==> src/rtl/amdc_spi_adc_multi.sv <==
// Multi-channel SPI ADC receiver: one shared CNV/SCLK pair and NUM_CH parallel MISO lines.
// Each conversion strobes CNV, clocks DATA_WIDTH bits MSB-first from every channel and latches them together.
module amdc_spi_adc_multi #(
    parameter int NUM_CH     = 2,
    parameter int DATA_WIDTH = 18
) (
    input  logic                         clk,
    input  logic                         rst,
    input  logic                         start,
    input  logic [7:0]                   sclk_cnt,
    input  logic [7:0]                   cnv_cnt,
    input  logic                         sample_rise,
    input  logic                         clr_overrun,
    input  logic [NUM_CH-1:0]            miso,
    output logic                         sclk,
    output logic                         cnv,
    output logic [NUM_CH*DATA_WIDTH-1:0] data,
    output logic                         done,
    output logic                         valid,
    output logic                         busy,
    output logic                         overrun
);

    localparam logic [2:0] S_IDLE  = 3'd0;
    localparam logic [2:0] S_CNV   = 3'd1;
    localparam logic [2:0] S_RX    = 3'd2;
    localparam logic [2:0] S_LATCH = 3'd3;
    localparam logic [5:0] LAST_BIT = 6'(DATA_WIDTH - 1);

    logic [2:0]                             state;
    logic [7:0]                             cfg_sclk;
    logic [7:0]                             cnv_timer;
    logic [7:0]                             div_cnt;
    logic                                   cfg_rise;
    logic [5:0]                             bit_cnt;
    logic                                   sclk_q;
    logic [NUM_CH-1:0]                      miso_meta;
    logic [NUM_CH-1:0]                      miso_sync;
    logic [NUM_CH-1:0][DATA_WIDTH-1:0]      shreg;
    logic                                   cap;

    // Edge detection compares sclk against its one-cycle-delayed copy, so
    // captures land one clk after the SCLK transition the ADCs see.
    assign cap = (state == S_RX) &&
                 (cfg_rise ? (sclk && !sclk_q) : (!sclk && sclk_q));

    always_ff @(posedge clk or posedge rst) begin
        if (rst) begin
            miso_meta <= '0;
            miso_sync <= '0;
            sclk_q    <= 1'b0;
        end else begin
            miso_meta <= miso;
            miso_sync <= miso_meta;
            sclk_q    <= sclk;
        end
    end

    always_ff @(posedge clk or posedge rst) begin
        if (rst) begin
            state     <= S_IDLE;
            cfg_sclk  <= '0;
            cfg_rise  <= 1'b0;
            cnv_timer <= '0;
            div_cnt   <= '0;
            bit_cnt   <= '0;
            shreg     <= '0;
            sclk      <= 1'b0;
            cnv       <= 1'b0;
            data      <= '0;
            done      <= 1'b0;
            valid     <= 1'b0;
            busy      <= 1'b0;
            overrun   <= 1'b0;
        end else begin
            valid <= 1'b0;
            // A rejected start wins over a simultaneous clear.
            if (start && state != S_IDLE)
                overrun <= 1'b1;
            else if (clr_overrun)
                overrun <= 1'b0;

            case (state)
                S_IDLE: begin
                    if (start) begin
                        cfg_sclk  <= sclk_cnt;
                        cfg_rise  <= sample_rise;
                        cnv_timer <= cnv_cnt;
                        bit_cnt   <= '0;
                        shreg     <= '0;
                        done      <= 1'b0;
                        cnv       <= 1'b1;
                        busy      <= 1'b1;
                        state     <= S_CNV;
                    end
                end
                S_CNV: begin
                    if (cnv_timer == 8'd0) begin
                        cnv     <= 1'b0;
                        sclk    <= 1'b0;
                        div_cnt <= cfg_sclk;
                        state   <= S_RX;
                    end else begin
                        cnv_timer <= cnv_timer - 8'd1;
                    end
                end
                S_RX: begin
                    if (div_cnt == 8'd0) begin
                        sclk    <= ~sclk;
                        div_cnt <= cfg_sclk;
                    end else begin
                        div_cnt <= div_cnt - 8'd1;
                    end
                    if (cap) begin
                        for (int k = 0; k < NUM_CH; k++)
                            shreg[k] <= {shreg[k][DATA_WIDTH-2:0], miso_sync[k]};
                        bit_cnt <= bit_cnt + 6'd1;
                        // Last bit: park SCLK low now so no stray edge escapes.
                        if (bit_cnt == LAST_BIT) begin
                            sclk  <= 1'b0;
                            state <= S_LATCH;
                        end
                    end
                end
                S_LATCH: begin
                    data  <= shreg;
                    valid <= 1'b1;
                    done  <= 1'b1;
                    busy  <= 1'b0;
                    state <= S_IDLE;
                end
                default: begin
                    state     <= S_IDLE;
                    cfg_sclk  <= '0;
                    cfg_rise  <= 1'b0;
                    cnv_timer <= '0;
                    div_cnt   <= '0;
                    bit_cnt   <= '0;
                    shreg     <= '0;
                    sclk      <= 1'b0;
                    cnv       <= 1'b0;
                    data      <= '0;
                    done      <= 1'b0;
                    valid     <= 1'b0;
                    busy      <= 1'b0;
                    overrun   <= 1'b0;
                end
            endcase
        end
    end

endmodule
==> config.mk <==
export PLATFORM = sky130hd
export DESIGN_NAME = amdc_spi_adc_multi
export DESIGN_NICKNAME = d
export VERILOG_FILES = /design/src/rtl/amdc_spi_adc_multi.sv
export SDC_FILE = /design/constraint.sdc
export NUM_CORES = 1
export LEC_CHECK = 0
export ABC_AREA = 0
export BUFFER_PORTS_ARGS = -buffer_cell sky130_fd_sc_hd__buf_2
export CAP_MARGIN = 10
export CELL_PAD_IN_SITES_DETAIL_PLACEMENT = 1
export CELL_PAD_IN_SITES_GLOBAL_PLACEMENT = 2
export CORE_UTILIZATION = 37
export CTS_CLUSTER_DIAMETER = 100
export DETAILED_ROUTE_END_ITERATION = 10
export MAX_ROUTING_LAYER = met4
export PLACE_DENSITY = 0.81
export SETUP_SLACK_MARGIN = 0.15
export SYNTH_ARGS = -nofsm -noshare
export SYNTH_HDL_FRONTEND = slang
export SYNTH_SLANG_ARGS = --single-unit
==> constraint.sdc <==
create_clock -name clk -period 4.2 [get_ports clk]
set_input_delay 0.42 -clock clk [delete_from_list [all_inputs] [get_ports clk]]
set_output_delay 0.42 -clock clk [all_outputs]
set_load 0.03 [all_outputs]
==> impl_summary.md <==
Run status
The run finished with clean final reports.

Synth
By area the synthesized netlist is led by dfrtp_1 (57%), a22o_1 (6.2%), o21ai_0 (4.8%). The instance count of the mapped netlist is approximately 500. The Yosys step of the flow raised 0 warnings. In this run, synthesis produced a sequential element count of between 100 and 150. Among all flip-flop cells after synthesis, the most frequent one is dfrtp_1. The synthesized design spends more area on one cell type than any other, namely dfrtp_1.

After synthesis, the mean cell area works out to around 10 sq um. The synthesized netlist net count is 523. Summing every instance area after synthesis gives approximately 5100 sq um. Counting flops with an async set or reset pin after synthesis yields a share of between 90% and 100%. The most frequent cell after synthesis is dfrtp_1. The top-area cell type share of the netlist area is a little under three fifths. The post-synthesis cell type count is 54. After synthesis, the most frequently instantiated cells are dfrtp_1 (116), inv_1 (53), o21ai_0 (49), nand2_1 (45), a22o_1 (36). The share of synthesized area occupied by flip-flops and latches is between 50 and 60%.

The number of synthesized flops with an enable pin is 0.

STA
Setup repair after global routing left no endpoint under its margin. After routing, the total negative slack on setup checks comes to 0 ns. The headroom to the max-slew limit is 33.2%. The worst-margin pin slew is ~1.0 ns. Of the available clock period, the critical path in the final layout requires between 60% and 70%.

The minimum period implied by the final worst setup slack is roughly 2.8 ns. Setup violations remaining at the end of the flow were counted as 0. The maximum clock frequency is around 360 MHz. The count of endpoints failing hold in the final timing report is 0. The number of pins with negative max-slew slack in the final report is 0.

Across the routed clock network, the largest skew measured is about 0.0076 ns.

Die
The region available for standard cell placement spans approximately 13000 sq um. The die covers 14300 sq um. The floorplan step set the die height to approximately 120 um. The number of placed I/O pins is 65. The initial utilization of the core area, before any placement, comes to roughly two fifths. The width of the chip is roughly 120 um.

The floorplan row count is 42.

Setup path
In this run the worst setup path begins at state[0]. The largest fanout on the critical path is 26. The endpoint arrival time on the critical path is about 3.1 ns. The data required time at the worst endpoint is 4.54 ns. STA classifies the critical path endpoint as a register. The worst register-to-register path begins at state[0]. The register-to-register setup slack is 1.44 ns. The number of cells on the worst reg-to-reg path is 6.

The worst register-to-register path ends at shreg[3]. The last element of the critical path is shreg[3]. By startpoint and endpoint, the worst setup path is classified as reg -> reg. STA classifies the critical path startpoint as a register.

Run
Max-cap violations in this run came to 0.

Global routing
The global route total overflow is 0. The initial antenna violation count is 0. The first global-routing pass estimated slightly above 20000 um of wire. The via count of the first global-routing pass is ~4000. The global routing usage summed across all routing layers is 18.7%. The largest net degree at the start of global routing is 57.

Detailed routing
The first-pass iteration count of the detailed router is 4. In this run, the number of DRC markers left after iteration 0 of detailed routing was 155. The routed design has ~11000 um of wire.

The average wire per standard cell is 15.5 um. For this run, design rule violations remaining after detail routing come to 0. Dividing the detail-routed via count by the number of cells gives just over 5. The overall via count from detail_route is around 3800. The number of antenna-violating nets in the routed design is 0.

Final layout
The antenna diode instance count is 0. The post-layout instance count excluding filler cells is 740. The post-route netlist has between 20% and 30% of its cells at a drive strength greater than 1. At the end of the flow the core is filled with cells to between 40% and 50%. The number of nets at the end of the flow is just under 600. Compared with the post-synthesis result, the final layout area differs by 21.0%.

The finished cells cover about 6200 sq um.

Power and ir drop
The share of total power in sequential cells is 33.3%. The clock group share of total power is about 28%. In this run switching power makes up 42.0% of total power. The fraction of power consumed by combinational cells is approximately two fifths.

Cell internal power was estimated by the tool at a little under 3 mW. The analysis attributes to net switching a power of around 2.1 mW. The worst IR drop on VDD is slightly above 400 uV.

For this design the ratio of total power to cell area is between 800 and 900 nW/um^2. Summed over all cells, the static leakage comes to between 2 and 3 nW.

Clock network
Buffers inserted during clock tree synthesis total 17. The number of hold buffers added after CTS was 0. The total setup buffers inserted after CTS is 0. At the later pin of the worst-skew pair, clock insertion delay measures 0.42 ns. The root cell of the clock tree is clkbuf_16. The number of gates resized after CTS was 0. After clock tree synthesis, the clock-pin slew on the worst setup and hold paths is roughly 0.050 ns.

The H-tree was split into 4 levels. The TritonCTS clock tree is built. The maximum clock path buffer count is 2. The clock drives ~120 sinks.

Placement
After detailed placement, the design holds a cell count of between 700 and 800. The placer congestion estimate is between 0.7 and 0.8. The half-perimeter wire length after detailed placement is 7490 um. The instance area at placement is about 5600 sq um. The count of buffers added on input and output ports is 64.

Worst hold path
The path class of the tightest hold or removal check is in -> async.
-- placed cells by master, fill, tap and decap left out, types with 3 or more instances in the layout --
master | netlist | layout
dfrtp_1 | 116 | 116
buf_2 | 2 | 64
inv_1 | 53 | 52
o21ai_0 | 49 | 49
nand2_1 | 45 | 45
a22o_1 | 36 | 36
nand3_1 | 23 | 23
nor2_1 | 22 | 22
a21oi_1 | 19 | 19
clkbuf_16 | 0 | 17
ha_1 | 11 | 10
mux2_2 | 9 | 9
nor3_1 | 7 | 7
nand2b_1 | 6 | 6
o21ai_1 | 6 | 6
buf_4 | 1 | 6
a31oi_1 | 5 | 5
nor4_1 | 4 | 4
xnor2_1 | 4 | 4
o211ai_1 | 4 | 4
inv_6 | 0 | 4
clkinv_2 | 0 | 4
nor3b_1 | 3 | 3
or4_1 | 3 | 3
or3_1 | 3 | 3
mux2i_1 | 3 | 3
clkinvlp_4 | 0 | 3
-- cell type report --
cell class	count	area [sq um]
clock buffer	17	425
clock inverter	15	155
fill	1488	7170
inverter	53	201
multi-input combinational	293	1910
sequential	116	2900
tap	176	220
timing repair buffer	70	365
-- logic make-up after synthesis --
group | synth area share, %
buf+inv | 6.15
simple gates | 11.9
mux | 2.57
xor+xnor | 1.03
compound gates | 18.8
fa+ha+maj | 2.70
flops | 56.9
-- registers in the layout (all words and copies together), names as in the netlist, 6 cells and up --
name	cells
shreg	36
div_cnt	8
cnv_timer	8
cfg_sclk	8
bit_cnt	6
data	36
-- how the worst min path moves through the flow --
stage | start | endpoint | slack [ns]
finish | rst | valid | 0.08
global route | miso[0] | miso_meta[0] | 0.10
CTS | miso[0] | miso_meta[0] | 0.10
detailed placement | miso_meta[1] | miso_sync[1] | 0.34
global placement | miso_meta[1] | miso_sync[1] | 0.34
floorplan | miso_meta[0] | miso_sync[0] | 0.33
-- critical path, stage by stage, from the launching register on --
cell      delay [ns]
dfrtp_1         0.42
inv_1           0.11
ha_1            0.44
inv_1           0.24
o311ai_4        0.92
buf_4           0.37
a22o_1          0.19
-- stage by stage --
| stage | worst slack, ns | hold WS (ns) | total power [mW] |
|---|---|---|---|
| 2_1_floorplan | 0.708 | 0.331 | 3.11 |
| 3_3_place_gp | 1.55 | 0.336 | 3.59 |
| 3_5_place_dp | 1.39 | 0.337 | 3.66 |
| 4_1_cts | 1.39 | 0.101 | 5.10 |
| 5_1_grt | 1.11 | 0.101 | 5.41 |
| 6_report | 1.44 | 0.0840 | 5.04 |
-- metal layers --
| layer | track usage [%] | share of wire (%) |
|---|---|---|
| met5 | - | 0 |
| met3 | 4.45 | 3.1 |
| met2 | 29.3 | 48 |
| met1 | 23.9 | 48 |
| met4 | 6.56 | 1.2 |
-- power groups by stage --
stage,registers [mW],logic (mW),clock network (mW)
final,1.68,1.94,1.42
after global routing,1.74,2.17,1.51
after CTS,1.69,1.97,1.45
after detailed placement,1.70,1.96,0
after global placement,1.68,1.91,0
after floorplan,2.01,1.10,0
Note: power is estimated with default switching activity, not from simulation.
